[src/rtl/serial_fs.sv]
// Bit-serial full subtractor: computes a - b - bin LSB-first, one bit per clock,
// through a single full-subtractor cell and a borrow flip-flop, behind valid/ready handshakes.
module serial_fs #(
  parameter int unsigned WIDTH = 8
) (
  input  logic             clk_i,
  input  logic             rst_i,
  input  logic             start_valid_i,
  output logic             start_ready_o,
  input  logic [WIDTH-1:0] a_i,
  input  logic [WIDTH-1:0] b_i,
  input  logic             bin_i,
  output logic [WIDTH-1:0] diff_o,
  output logic             bout_o,
  output logic             done_valid_o,
  input  logic             done_ready_i,
  output logic             busy_o
);

  localparam int unsigned CntW = $clog2(WIDTH) + 1;
  localparam logic [CntW-1:0] LastCnt = CntW'(WIDTH - 1);

  typedef enum logic [1:0] {
    StIdle,
    StRun,
    StDone
  } state_e;

  state_e            state_q;
  logic [WIDTH-1:0]  a_q, b_q, diff_q;
  logic [CntW-1:0]   cnt_q;
  logic              br_q, bout_q, done_valid_q, busy_q;

  logic              bit_a, bit_b, cell_d, cell_br;

  // The single full-subtractor cell, fed from bit 0 of the operand shift registers.
  always_comb begin
    bit_a   = a_q[0];
    bit_b   = b_q[0];
    cell_d  = bit_a ^ bit_b ^ br_q;
    cell_br = (~bit_a & bit_b) | (~(bit_a ^ bit_b) & br_q);
  end

  always_ff @(posedge clk_i) begin
    if (rst_i) begin
      state_q      <= StIdle;
      a_q          <= '0;
      b_q          <= '0;
      diff_q       <= '0;
      cnt_q        <= '0;
      br_q         <= 1'b0;
      bout_q       <= 1'b0;
      done_valid_q <= 1'b0;
      busy_q       <= 1'b0;
    end else begin
      unique case (state_q)
        StIdle: begin
          if (start_valid_i) begin
            a_q     <= a_i;
            b_q     <= b_i;
            br_q    <= bin_i;
            cnt_q   <= '0;
            busy_q  <= 1'b1;
            state_q <= StRun;
          end
        end
        StRun: begin
          // LSB-first fill: after WIDTH shifts bit 0 of the result sits at diff_q[0].
          diff_q <= {cell_d, diff_q[WIDTH-1:1]};
          a_q    <= a_q >> 1;
          b_q    <= b_q >> 1;
          br_q   <= cell_br;
          cnt_q  <= cnt_q + 1'b1;
          if (cnt_q == LastCnt) begin
            bout_q       <= cell_br;
            done_valid_q <= 1'b1;
            state_q      <= StDone;
          end
        end
        StDone: begin
          if (done_ready_i) begin
            done_valid_q <= 1'b0;
            busy_q       <= 1'b0;
            state_q      <= StIdle;
          end
        end
        default: begin
          state_q <= StIdle;
        end
      endcase
    end
  end

  assign start_ready_o = (state_q == StIdle);
  assign diff_o        = diff_q;
  assign bout_o        = bout_q;
  assign done_valid_o  = done_valid_q;
  assign busy_o        = busy_q;

endmodule
[config.mk]
export PLATFORM = sky130hd
export DESIGN_NAME = serial_fs
export DESIGN_NICKNAME = d
export VERILOG_FILES = /design/src/rtl/serial_fs.sv
export SDC_FILE = /design/constraint.sdc
export NUM_CORES = 1
export LEC_CHECK = 0
export ABC_AREA = 1
export BUFFER_PORTS_ARGS = -buffer_cell sky130_fd_sc_hd__buf_2
export CORE_MARGIN = 2
export CORE_UTILIZATION = 42
export CTS_CLUSTER_SIZE = 28
export DETAILED_ROUTE_END_ITERATION = 10
export HOLD_SLACK_MARGIN = 0.15
export PLACE_DENSITY = 0.66
export SYNTH_ARGS = -nofsm -noshare
export SYNTH_HDL_FRONTEND = slang
export SYNTH_SLANG_ARGS = --single-unit
[constraint.sdc]
create_clock -name clk_i -period 1.21 [get_ports clk_i]
set_clock_uncertainty 0.05 [all_clocks]
set_input_delay 0.1815 -clock clk_i [delete_from_list [all_inputs] [get_ports clk_i]]
set_output_delay 0.1815 -clock clk_i [all_outputs]
set_load 0.005 [all_outputs]
==> results_dict.tcl <==
set metrics [dict create \
    netlist_area_um2 1590 \
    syn2layout_area_growth_pct 26.6 \
    dp_cells 307 \
    async_reset_ff_share_pct 0 \
    ys_top_cells_by_count "nand2_1, nor2_1, dfxtp_1, inv_1, o21ai_2" \
    grt_util_met2_pct 29.6 \
    critPathMaxFanout 4 \
    dr.pass1.iters 3 \
    grt_use_total_pct 17.4 \
    synth_warnings 0 \
    place_congestion 0.761 \
    worst_pin_slew_ns 0.312 \
    via_per_inst 4.52 \
    fmax_mhz 857 \
    avgSynthCellArea_um2 7.08 \
    grt_pass1_wl_mm 5.82 \
    max_stage_delay_ns 0.36 \
    fin_crit_ns 1.17 \
    cellPowerDensity_nw_per_um2 1330 \
    cts_root_buf "clkbuf_8" \
    holdWs_ns 0.150 \
    yosys.area.top_type_share_pct 42.7 \
    post_layout_nonfiller_instances 319 \
    portBuffers 32 \
    cap_viol_max_count 0 \
    core-area_um2 3660 \
    busiest_layer "met2" \
    use_met1_pct 20.9 \
    fin_crit_sh_pct 96.5 \
    drive_above_1_share_pct 31.0 \
    yosysMostFrequentCell "nand2_1" \
    first_iter_violations 41 \
    drc 0 \
    finalSetupTns_ns 0 \
    synth_edf_count 0 \
    outcome "finished, final reports clean" \
    clkSinkCount 34 \
    clk_latency_ns 0.28 \
    hold_class "in2reg" \
    clockBufferDepth 2 \
    cts_max_level 2 \
    p_leak_nw 0.966 \
    dp_hpwl_mm 2.18 \
    start_util_pct 43.5 \
    critPathKind "reg2out" \
    drv_slew 0 \
    finalPower_mw 2.69 \
    synthCells 225 \
    cp-end-kind "output port" \
    numCtsBuffers 5 \
    die_x_um 65.6 \
    routed_wl_mm 3.11 \
    ir_worst_vdd_uv 1050 \
    routedWlPerCell_um 9.75 \
    dp_slack_ns 0.00392 \
    io_pins 33 \
    synthFlopType "dfxtp_1" \
    n_antenna_cell 0 \
    arrival_ns 0.94 \
    crit_family "flip-flops" \
    clk_pin_slew_worst_paths_ns 0.07 \
    fillCellCount 359 \
    syn_nets 248 \
    synth_seq_area_share_pct 42.7 \
    synth_area_leaders "dfxtp_1, nand2_1, nor2_1" \
    critPathSlowestCell "dfxtp_2" \
    grt_pass1_vias 1362 \
    synth_top_cell_by_area "dfxtp_1" \
    cts_tree "built" \
    met3_usage_pct 4.62 \
    fp.dieH_um 65.6 \
    path_cells "nor2_2 > buf_2" \
    antenna_found_initial 0 \
    synth.distinct_cells 22 \
    overflow 0 \
    num_rows 22 \
    maxSlewHeadroom_pct 79.2 \
    die_area_um2 4300 \
    nets 293 \
    timing.critical_path.buf_inv 1 \
    setup_violations 0 \
    synth_seq_cells 34 \
    start_kind "flop" \
    finalHoldViolCount 0 \
    required_ns 0.98 \
    postLayoutSetupSlackWorst_ns 0.0427 \
    postRouteAntennaNets 0 \
    grt_max_degree 23 \
    dr_total_vias 1442 \
    rsz0062_at_grt "yes" \
]
report_power, final:
part           internal (mW)  switching, mW  leakage [nW]
Combinational          0.213          0.262         0.626
Clock                  0.574          0.395        0.0575
Sequential              1.21         0.0410         0.282
Total                   1.99          0.698         0.966
path summary, 6_finish.rpt:
check | startpoint | end | slack (ns) | cells after the start
hold reg to reg | busy_o$_SDFFE_PP0P_ | busy_o$_SDFFE_PP0P_ | 0.41 | 2
setup reg to reg | br_q$_SDFFE_PP0P_ | diff_o[7]$_SDFFE_PP0P_ | 0.05 | 4
hold / removal | b_i[3] | b_q[3]$_SDFFE_PP0P_ | 0.15 | 5
setup / recovery | state_q[0]$_SDFFE_PP0P_ | start_ready_o | 0.04 | 2
flip-flops by register name, summed over array words and instances, names as in the netlist:
register,count
done_valid_o,1
state_q,2
bout_o,1
a_q,8
busy_o,1
diff_o,8
br_q,1
cnt_q,4
b_q,8
layout make-up:
class | count | area (um^2) | area share (%)
clock buffer | 8 | 110 | 5.46
inverter | 22 | 85.1 | 4.22
multi-input combinational | 159 | 759 | 37.7
sequential | 34 | 688 | 34.1
tap | 48 | 60.1 | 2.98
timing repair buffer | 48 | 313 | 15.5
through the flow:
| step | area, um^2 | util, % |
|---|---|---|
| 2_1_floorplan | 1590 | - |
| 3_3_place_gp | 1840 | 50.4 |
| 3_5_place_dp | 1840 | 50.4 |
| 4_1_cts | 1990 | 54.3 |
| 5_1_grt | 2020 | 55.1 |
| 6_report | 2020 | 55.1 |
tightest hold or removal path, delay by kind of cell:
family / cells / cell delay [ns]
buffers and inverters: 1 / 0.08
AO/OA/AOI/OAI: 1 / 0.05
AND/OR/NAND/NOR: 3 / 0.14
cells by family (layout without fill, tap and decap cells):
family / Yosys count / in the layout / share of synthesized area [%]
buffers and inverters: 32 / 78 / 10.6
AOI/OAI and AO/OA: 34 / 34 / 14.5
adders and majority gates: 2 / 2 / 2.04
DFF: 34 / 34 / 42.7
and+or+nand+nor: 123 / 123 / 30.2
placed cells by master, fill, tap and decap left out, drive strengths merged:
master and count:
clkbuf 8, o21ai 23, nor2 49, dfxtp 34, nand2 67, buf 45, fa 1, ha 1
a21oi 11, nand4 1, inv 22, nand3 5, dlygate4sd3 3, and2 1
per-layer routing:
layer,vias up,part of all wire (%)
li1,781,-
met1,637,47
met2,20,47
met3,4,4.0
met4,0,1.3
met5,-,0
what timing repair did:
action / in CTS / in global routing
hold buffers: 3 / 0
resized for setup: 4 / 12
pin swaps: 0 / 5
endpoints found under the hold margin: 4 / 0
gates cloned: 0 / 0
setup endpoints to repair: 4 / 10
setup buffers: 0 / 1
Note: power is estimated with default switching activity, not from simulation.
